### src/rtl/wb_cpu_bus_bridge.sv
// Bridges the core's valid/ready memory request bus onto a Wishbone B4 classic master port.
// One request is latched, framed with cyc/stb, and answered by ack, err or timeout.
module wb_cpu_bus_bridge #(
   parameter int unsigned ADDR_WIDTH     = 32,
   parameter int unsigned DATA_WIDTH     = 32,
   parameter int unsigned TIMEOUT_CYCLES = 1024,
   parameter bit          ALIGN_ADDR     = 1'b1
) (
   input  logic                    clk,
   input  logic                    rst_n,
   input  logic                    cpu_valid_i,
   input  logic                    cpu_we_i,
   input  logic [ADDR_WIDTH-1:0]   cpu_addr_i,
   input  logic [DATA_WIDTH-1:0]   cpu_wdata_i,
   input  logic [DATA_WIDTH/8-1:0] cpu_wstrb_i,
   output logic [DATA_WIDTH-1:0]   cpu_rdata_o,
   output logic                    cpu_ready_o,
   output logic                    cpu_err_o,
   output logic                    wb_cyc_o,
   output logic                    wb_stb_o,
   output logic                    wb_we_o,
   output logic [DATA_WIDTH/8-1:0] wb_sel_o,
   output logic [ADDR_WIDTH-1:0]   wb_adr_o,
   output logic [DATA_WIDTH-1:0]   wb_dat_o,
   input  logic [DATA_WIDTH-1:0]   wb_dat_i,
   input  logic                    wb_ack_i,
   input  logic                    wb_err_i,
   output logic [31:0]             txn_count_o
);

   localparam int unsigned TW = (TIMEOUT_CYCLES > 1) ? $clog2(TIMEOUT_CYCLES) : 1;
   localparam logic [TW-1:0] TO_LAST = (TIMEOUT_CYCLES > 0) ? TW'(TIMEOUT_CYCLES - 1) : '0;

   typedef enum logic [1:0] {
      IDLE,
      BUS,
      RESP
   } state_t;

   state_t              state;
   logic [TW-1:0]       to_cnt;
   logic                timeout_hit;
   logic [ADDR_WIDTH-1:0] adr_next;

   always_comb begin
      adr_next = cpu_addr_i;
      if (ALIGN_ADDR) begin
         adr_next[1:0] = 2'b00;
      end
   end

   // to_cnt holds the number of completed BUS cycles without a response
   always_comb begin
      timeout_hit = (TIMEOUT_CYCLES != 0) && (to_cnt == TO_LAST);
   end

   always_ff @(posedge clk or negedge rst_n) begin
      if (!rst_n) begin
         state       <= IDLE;
         to_cnt      <= '0;
         cpu_rdata_o <= '0;
         cpu_ready_o <= 1'b0;
         cpu_err_o   <= 1'b0;
         wb_cyc_o    <= 1'b0;
         wb_stb_o    <= 1'b0;
         wb_we_o     <= 1'b0;
         wb_sel_o    <= '0;
         wb_adr_o    <= '0;
         wb_dat_o    <= '0;
         txn_count_o <= '0;
      end else begin
         case (state)
            IDLE: begin
               cpu_ready_o <= 1'b0;
               cpu_err_o   <= 1'b0;
               if (cpu_valid_i) begin
                  wb_we_o  <= cpu_we_i;
                  wb_adr_o <= adr_next;
                  wb_dat_o <= cpu_wdata_i;
                  wb_sel_o <= cpu_wstrb_i;
                  wb_cyc_o <= 1'b1;
                  wb_stb_o <= 1'b1;
                  to_cnt   <= '0;
                  state    <= BUS;
               end
            end

            BUS: begin
               // err outranks ack; both outrank the timeout on the final cycle
               if (wb_err_i) begin
                  wb_cyc_o    <= 1'b0;
                  wb_stb_o    <= 1'b0;
                  cpu_ready_o <= 1'b1;
                  cpu_err_o   <= 1'b1;
                  state       <= RESP;
               end else if (wb_ack_i) begin
                  if (!wb_we_o) begin
                     cpu_rdata_o <= wb_dat_i;
                  end
                  txn_count_o <= txn_count_o + 32'd1;
                  wb_cyc_o    <= 1'b0;
                  wb_stb_o    <= 1'b0;
                  cpu_ready_o <= 1'b1;
                  cpu_err_o   <= 1'b0;
                  state       <= RESP;
               end else if (timeout_hit) begin
                  cpu_rdata_o <= '0;
                  wb_cyc_o    <= 1'b0;
                  wb_stb_o    <= 1'b0;
                  cpu_ready_o <= 1'b1;
                  cpu_err_o   <= 1'b1;
                  state       <= RESP;
               end else begin
                  to_cnt <= to_cnt + 1'b1;
               end
            end

            RESP: begin
               cpu_ready_o <= 1'b0;
               cpu_err_o   <= 1'b0;
               state       <= IDLE;
            end

            default: begin
               cpu_ready_o <= 1'b0;
               cpu_err_o   <= 1'b0;
               wb_cyc_o    <= 1'b0;
               wb_stb_o    <= 1'b0;
               state       <= IDLE;
            end
         endcase
      end
   end

endmodule

### config.mk
export PLATFORM = sky130hd
export DESIGN_NAME = wb_cpu_bus_bridge
export DESIGN_NICKNAME = d
export VERILOG_FILES = /design/src/rtl/wb_cpu_bus_bridge.sv
export SDC_FILE = /design/constraint.sdc
export NUM_CORES = 1
export LEC_CHECK = 0
export ABC_AREA = 1
export BUFFER_PORTS_ARGS = -buffer_cell sky130_fd_sc_hd__buf_2
export CORE_ASPECT_RATIO = 1.75
export CORE_MARGIN = 2
export CORE_UTILIZATION = 50
export DETAILED_ROUTE_END_ITERATION = 16
export PLACE_DENSITY = 0.89
export SLEW_MARGIN = 25
export SYNTH_ARGS = -nofsm -noshare
export SYNTH_HDL_FRONTEND = slang
export SYNTH_SLANG_ARGS = --single-unit
### constraint.sdc
create_clock -name clk -period 1.9 [get_ports clk]
set_input_delay 0.095 -clock clk [delete_from_list [all_inputs] [get_ports clk]]
set_output_delay 0.095 -clock clk [all_outputs]
set_load 0.03 [all_outputs]
[After elaboration in Yosys (flattened, before gate mapping)]
Cells that the tools add are included.
Storage, ports and cells
  memories: 0
  memory bits (writable): 0
  bits in read-only memories: 0
  bits in registers: 146
  bits of input ports: 106
  latch bits: 0
Cells by class
  add/sub/neg operators: 2
  magnitude comparators: 0
  equal/unequal tests: 9
  reductions and logical operators: 9
  shifts and indexed selects: 0
  div/mod/pow operators: 0
  multiplexer cells: 25
  bitwise gates (word level): 2
  multiply operators: 0
Operators with widths (number)
  $mux 32: 3
  $mux 10: 4
  $add 32x1->32 const B: 1
  $pmux 10 s2: 1
  $mux 1: 11
  $add 10x1->10 const B: 1
  $eq 10x10->1 const B: 1
  $ne 2x2->1 const B: 5
  $mux 2: 4
  $reduce_and 3->1: 2
  $reduce_and 5->1: 1
  $ne 4x4->1 const B: 1
  $pmux 2 s2: 1
  $reduce_and 2->1: 2
  $reduce_and 4->1: 1
  $reduce_bool 2->1: 2
  $pmux 1 s3: 1
  $eq 2x1->1 const B: 1
  $eq 2x2->1 const B: 1
  $logic_not 2->1: 1
  $not 1->1: 2

[Longest topological paths before layout]
Gate-level depths: netlist of run 1.
  depth in word-level cells: 5
  mapped depth: 10

[Worst setup path after synthesis of run 1]
Ideal clock, no wire load.
  kind: reg-to-reg
  from: register txn_count_o[1]
  to: register txn_count_o[30]
  cell stages (with the launch flop): 9
  buffers on the path: 0
  setup time: 0.118 ns
  setup slack: 0.354 ns
  arrival time: 1.428 ns
  clock period less this slack: 1.546 ns
  path through: dfrtp_1 > ha_1 > inv_1 > nor2_4 > nand3b_2 > nor2_4 > nand3_1 > nand2_1 > nand2_1
On the way
  longest elaborated chain between the ends: 1
RTL lines
  from (decl): RTL line 28  | output logic [31:0] txn_count_o
  from (signal assigned): RTL line 100  | txn_count_o <= txn_count_o + 32'd1;
  $add 32x1->32: RTL line 100
No other way between the ends.
A chain may end at the register's enable or synchronous reset.

[Worst setup path after layout of run 1]
  from: register to_cnt[0]
  to: register cpu_rdata_o[13]
On the way
  longest elaborated chain between the ends: 3
RTL lines
  from (decl): RTL line 41  | logic [TW-1:0] to_cnt;
  from (signal assigned): RTL line 114  | to_cnt <= to_cnt + 1'b1;
  $eq 10x10->1: RTL line 54  | timeout_hit = (TIMEOUT_CYCLES != 0) && (to_cnt == TO_LAST);
  $reduce_bool 2->1 (no line)
  $reduce_and 4->1 (no line)
  to (signal assigned): RTL line 98  | cpu_rdata_o <= wb_dat_i;
  to (decl): RTL line 16  | output logic [DATA_WIDTH-1:0] cpu_rdata_o,
No other way between the ends.

==> results_dict.tcl, run 1 <==
set metrics [dict create \
    synth_edf_count 0 \
    setup_viol_count_final 0 \
    htree_levels 4 \
    max_cap_viol_count 0 \
    post_cts.repair.setup_buffers 0 \
    start_kind "flop" \
    fill_cells 878 \
    cts-buffers-inserted 17 \
    vias 6110 \
    fin_nets 1122 \
    ir_drop_uv 1260 \
    worstPathRequired_ns 2.24 \
    setup_slack_ns 0.154 \
    floorplan.initialDensity_pct 50.7 \
    synth-warning-count 0 \
    grt_pass1_wl_um 32100 \
    die_height_um 157 \
    floorplan.core_area_um2 13200 \
    detailed_place.area_um2 8100 \
    async_reset_ff_share_pct 100 \
    p_leak_nw 4.86 \
    rows 56 \
    avg_cell_area_syn_um2 10.0 \
    final_layout_size_suffix_gt1_share_pct 39.8 \
    timing_worst_setup_path_type "flop to flop" \
    route.detailed.wl_per_inst_um 17.5 \
    clock_path_buffers 2 \
    synth.top_cells.by_count "218 x nand2_1, 146 x dfrtp_1, 67 x mux2_2, 49 x nor2_1, 38 x inv_1" \
    gpl.final_weighted_congestion 0.989 \
    clock-root-buffer "clkbuf_16" \
    power_per_cell_area_nw_per_um2 1530 \
    initialDrtViolationCount 346 \
    placement.io_buffers 238 \
    synth_to_layout_area_growth_pct 44.5 \
    synth_cell_types 35 \
    fmax_mhz 573 \
    min_path_type "input port to flop" \
    antenna_left 0 \
    cp_slowest_cell "dfrtp_1" \
    max_stage_delay_ns 0.43 \
    rsz0062_at_grt "false" \
    period_minus_slack_ns 1.75 \
    dieWidth_um 91.6 \
    timing.critical_path.fanout_max 64 \
    hold_ws_ns 0.110 \
    tritoncts_clock_tree "done" \
    synthMostInstantiatedCell "nand2_1" \
    period_utilization_pct 91.9 \
    synthesis.instances 671 \
    grt_max_degree 65 \
    clkLatencyLatePin_ns 0.43 \
    ys_top_cells_by_area "dfrtp_1 54%, nand2_1 12%, mux2_2 11%" \
    grt_use_total_pct 29.0 \
    yosysTopAreaCell "dfrtp_1" \
    number_of_global_route_vias_before_repair 6357 \
    postLayoutCellArea_um2 9690 \
    worst-endpoint-arrival_ns 2.09 \
    synth.cell_area_um2 6710 \
    crit_top_cell "nand2_1" \
    synth_flop_cell "dfrtp_1" \
    synth_seq_area_share_pct 54.5 \
    final_hold_viol_count 0 \
    fin_skew_ns 0.0206 \
    setup_tns_ns 0 \
    routed_wirelength_um 21000 \
    timing.critical_path.to_type "flop" \
    cts_sinks 146 \
    cts.clk_slew.worst_paths_ns 0.07 \
    crit_path_cell_trace "ha_1, nand2_1, nor2_2, nand4_2, nand2_2, nand2_4, buf_12, nand2_1, o21ai_2" \
    drc_errors 0 \
    grt_remaining_overflow 0 \
    io-pin-count 243 \
    number_of_antenna_violations_at_the_first_check_in_global_routing 0 \
    ys_seq_elements 146 \
    dpl.hpwl_um 12600 \
    viasPerCell 5.08 \
    detailedRoute.firstPassIterationCount 5 \
    share_of_yosys_cell_area_claimed_by_the_top_area_cell_type_pct 54.5 \
    preCtsSetupSlack_ns 0.166 \
    die_area_um2 14400 \
    timing.final.max_slew_violations 0 \
    run_status "finished, final reports clean" \
]
## power by group
part / switching (W) / internal [W] / leakage [nW] / total [W]
clock: 0.00155 / 0.00177 / 0.287 / 0.00331
sequential: 0.000831 / 0.00429 / 1.83 / 0.00513
combinational: 0.00426 / 0.00217 / 2.74 / 0.00643
## registers in the layout (all words and copies together), names as in the netlist
| signal | count |
|---|---|
| wb_stb_o | 1 |
| cpu_rdata_o | 32 |
| wb_adr_o | 30 |
| cpu_ready_o | 1 |
| to_cnt | 10 |
| wb_dat_o | 32 |
| wb_we_o | 1 |
| cpu_err_o | 1 |
| txn_count_o | 32 |
| state | 2 |
| wb_sel_o | 4 |
## final timing paths
check	start	to	slack (ns)	cells past startpoint
worst max-delay path	to_cnt[0]	cpu_rdata_o[13]	0.15	9
worst min-delay path	wb_ack_i	cpu_err_o	0.11	4
worst max register to register	to_cnt[0]	cpu_rdata_o[13]	0.15	9
worst min register to register	cpu_rdata_o[30]	cpu_rdata_o[30]	0.48	2
max in group asynchronous	rst_n	wb_dat_o[31]	1.07	3
min in group asynchronous	rst_n	txn_count_o[9]	0.19	2
## area by class of cell
type | instances | area [µm²] | area share [%]
well taps | 174 | 218 | 2.25
flip-flops and latches | 146 | 3650 | 37.7
clock buffers | 17 | 425 | 4.39
multi-input cells | 462 | 2750 | 28.4
inverters | 41 | 154 | 1.59
repair buffers | 346 | 2320 | 23.9
clock inverters | 15 | 161 | 1.67
diodes | 2 | 5.00 | 0.0516
## placed cells by master, fill, tap and decap left out, types with 4 or more instances in the layout
cell type        n
dlygate4sd3_1  100
inv_8            5
nand3_1         25
o21ai_2         32
inv_1           38
clkbuf_16       17
dfrtp_1        146
nor2_1          48
nand4_1          6
nand3b_1         6
xnor2_1         10
buf_12           5
buf_2          237
inv_6            5
nand2_2          4
nor2_2           9
nand2_1        218
xor2_1           8
mux2_2          67
## critical path, delay by kind of cell, from the launching register on
kind,cells,cell delay (ns)
simple gates,6,0.60
flops,1,0.43
buf+inv,1,0.29
fa+ha+maj,1,0.23
compound gates,1,0.10
## timing repair
action                     in CTS  in global routing
hold endpoints to repair      144                  0
resized for setup               0                  1
hold buffers                  100                  0
setup endpoints to repair       0                  3
## kinds of logic after synthesis
logic type	after synthesis	share of synthesized area [%]
buffers and inverters	64	4.70
AO/OA/AOI/OAI	37	4.74
AND/OR/NAND/NOR	336	22.1
adder cells (fa/ha/maj)	2	0.373
multiplexers	67	11.2
XOR/XNOR	18	2.35
flip-flops	146	54.5
other	1	0.0559
## metrics by stage
step / instances / util, % / power [W]
after floorplan: 672 / - / 0.00919
after detailed placement: 1069 / 61.1 / 0.0111
final: 1203 / 73.2 / 0.0149
after CTS: 1201 / 73.1 / 0.0146
after global placement: 1069 / 61.1 / 0.0109
after global routing: 1201 / 73.1 / 0.0154
## per-layer routing
metal	track usage (%)	wire length (µm)
met5	0	0
met4	15.5	907
met3	6.61	1170
met2	53.3	11700
met1	30.2	7260
(Power assumes the default switching activity.)
==> run 2: changes to the inputs <==
Settings changed: ABC_AREA 1 to not set, BUFFER_PORTS_ARGS -buffer_cell sky130_fd_sc_hd__buf_2 to -buffer_cell sky130_fd_sc_hd__clkbuf_2, CORE_UTILIZATION 50 to 48, PLACE_DENSITY 0.89 to 0.88.
==> run 2 against run 1 <==
Against the previous run: critical path depth is 4 lower; sequential power decreased by 2%; core utilization rose by 1.5 points; synthesized cell count is 35% lower; clock skew decreased by 0.014 ns; wire length shrank 22%; maximum frequency shrank 4.5%; largest cell class unchanged.
==> results_dict.tcl, run 2 <==
set metrics [dict create \
    run_status "finished, final reports clean" \
    timing_worst_setup_path_type "flop to flop" \
    die_area_um2 13200 \
    tritoncts_clock_tree "done" \
    power_per_cell_area_nw_per_um2 1570 \
    period_utilization_pct 96.2 \
    floorplan.core_area_um2 12000 \
    synthesis.instances 434 \
    worst-endpoint-arrival_ns 2.12 \
    synth_to_layout_area_growth_pct 52.8 \
    grt_max_degree 73 \
    io-pin-count 243 \
    synthMostInstantiatedCell "dfrtp_1" \
    vias 5055 \
    final_hold_viol_count 0 \
    period_minus_slack_ns 1.83 \
    timing.critical_path.fanout_max 5 \
    viasPerCell 5.22 \
    route.detailed.wl_per_inst_um 17.0 \
    placement.io_buffers 238 \
    ir_drop_uv 1030 \
    fin_nets 900 \
    worst_hold_path_cell_count 4 \
    fmax_mhz 547 \
    insertedDiodeCount 0 \
    clock_path_buffers 2 \
    drc_errors 0 \
    routed_wirelength_um 16400 \
    gpl.final_weighted_congestion 0.842 \
    avg_cell_area_syn_um2 13.5 \
    share_of_yosys_cell_area_claimed_by_the_top_area_cell_type_pct 62.2 \
    hold_path.startpoint "wb_err_i" \
    placed_cells 838 \
    synth_cell_types 43 \
    grt_use_total_pct 25.2 \
    min_path_type "input port to flop" \
    cts.clk_slew.worst_paths_ns 0.06 \
    yosysTopAreaCell "dfrtp_1" \
    grt_remaining_overflow 0 \
    p_total_w 0.0141 \
    detailedRoute.firstPassIterationCount 4 \
    cts_sinks 146 \
    synth-warning-count 0 \
    grt_pass1_wl_um 26000 \
    reg2reg_from "state[1]" \
    ys_seq_elements 146 \
    setup_viol_count_final 0 \
    post_cts.repair.setup_buffers 0 \
    register_area_um2 3660 \
    m1WireLength_um 5850 \
    final_layout_size_suffix_gt1_share_pct 46.3 \
    timing.critical_path.to_type "flop" \
    top_layer_used "met4" \
    fill_cells 714 \
    die_height_um 150 \
    area_used_by_multi_input_combinational_logic_um2 2140 \
    largest_registers "cpu_rdata_o (32), txn_count_o (32), wb_dat_o (32)" \
    synth_flop_cell "dfrtp_1" \
    reg2regPathDepth 5 \
    hold_ws_ns 0.0546 \
    max_cap_viol_count 0 \
    rsz0062_at_grt "true" \
    clock-root-buffer "clkbuf_16" \
    worstPathRequired_ns 2.19 \
    layout.cells.most_common "clkbuf_2" \
    synth.top_cells.by_count "146 x dfrtp_1, 67 x mux2_2, 33 x a22o_1, 18 x nand2_1" \
    dpl.hpwl_um 10100 \
    dieWidth_um 87.6 \
    timing.final.max_slew_violations 0 \
    met2RoutedLength_um 9040 \
    number_of_antenna_violations_at_the_first_check_in_global_routing 0 \
    routed-wl-met3_um 819 \
    floorplan.initialDensity_pct 48.9 \
    startpoint "state[1]" \
    fin_skew_ns 0.00608 \
    finish.cell_count_without_fillers 968 \
    p_leak_nw 4.48 \
    initialDrtViolationCount 279 \
    number_of_global_route_vias_before_repair 5495 \
    htree_levels 4 \
    synth_edf_count 0 \
    ys_top_cells_by_area "dfrtp_1 62%, mux2_2 13%, a22o_1 4.9%" \
    cts-buffers-inserted 17 \
    async_reset_ff_share_pct 100 \
    layout.cells.most_common_list "237 x clkbuf_2, 144 x dfrtp_1, 100 x dlygate4sd3_1" \
    start_kind "flop" \
    clkLatencyLatePin_ns 0.40 \
    rows 53 \
    synth_seq_area_share_pct 62.2 \
    antenna_left 0 \
    synth.cell_area_um2 5870 \
]
==> run 2: cell types whose count changed in the layout (fill, tap and decap cells not counted), moves of 32 or more <==
cell	change
o21ai_2	-32
nor2_1	-34
buf_2	-237
a22o_1	+33
clkbuf_2	+237
inv_1	-32
nand2_1	-200
==> run 2: cells by family after synthesis <==
logic type	share of synthesized area, %
flops	62.2
simple gates	9.74
mux	13.4
compound gates	7.46
xor+xnor	4.62
buf+inv	2.11
fa+ha+maj	0.426
other cells	0.0639
==> run 2: routing by layer <==
metal  global-route usage, %  vias up
li1                        -     2288
met1                    26.5     2498
met2                    44.3      205
met3                    6.74       64
met4                    14.4        0
met5                       0        -
==> run 2: area by class of cell <==
cell class,count,area share (%)
clock buffer,17,4.74
clock inverter,13,1.53
inverter,6,0.251
multi-input combinational,262,23.9
sequential,146,40.8
tap,165,2.30
timing repair buffer,359,26.5
==> run 2: power by group <==
group | total, W | internal (W) | switching, W
logic | 0.00591 | 0.00215 | 0.00377
registers | 0.00501 | 0.00428 | 0.000733
clock network | 0.00319 | 0.00192 | 0.00127
total | 0.0141 | 0.00834 | 0.00577
==> run 2: final timing paths <==
kind / endpoint / slack, ns
max in group asynchronous: wb_adr_o[24] / 0.96
min reg2reg: txn_count_o[31] / 0.47
max: to_cnt[8] / 0.07
min: txn_count_o[1] / 0.05
max reg2reg: to_cnt[8] / 0.07
min in group asynchronous: txn_count_o[14] / 0.17
==> run 2: metrics by stage <==
stage	instance area, µm²	utilization, %	setup WS, ns	setup TNS (ns)
after floorplan	5890	-	0.00486	0
after global placement	7390	61.6	0.0708	0
after detailed placement	7390	61.6	0.00640	0
after CTS	8960	74.6	0.0347	0
after global routing	8970	74.7	-0.0259	-0.0459
final	8970	74.7	0.0714	0
==> run 2: worst max-delay path, cell delays in order, from the launching register on <==
cell	delay, ns
dfrtp_1	0.39
buf_4	0.16
or4b_2	0.74
nor2_1	0.16
o21ai_0	0.09
o22a_1	0.19
==> run 2: what timing repair did <==
action                                  CTS  global route
gates resized for setup                   1             3
hold buffers                            100             0
pin swaps                                 0             1
endpoints found under the hold margin   192             0
endpoints found under the setup margin    2            38
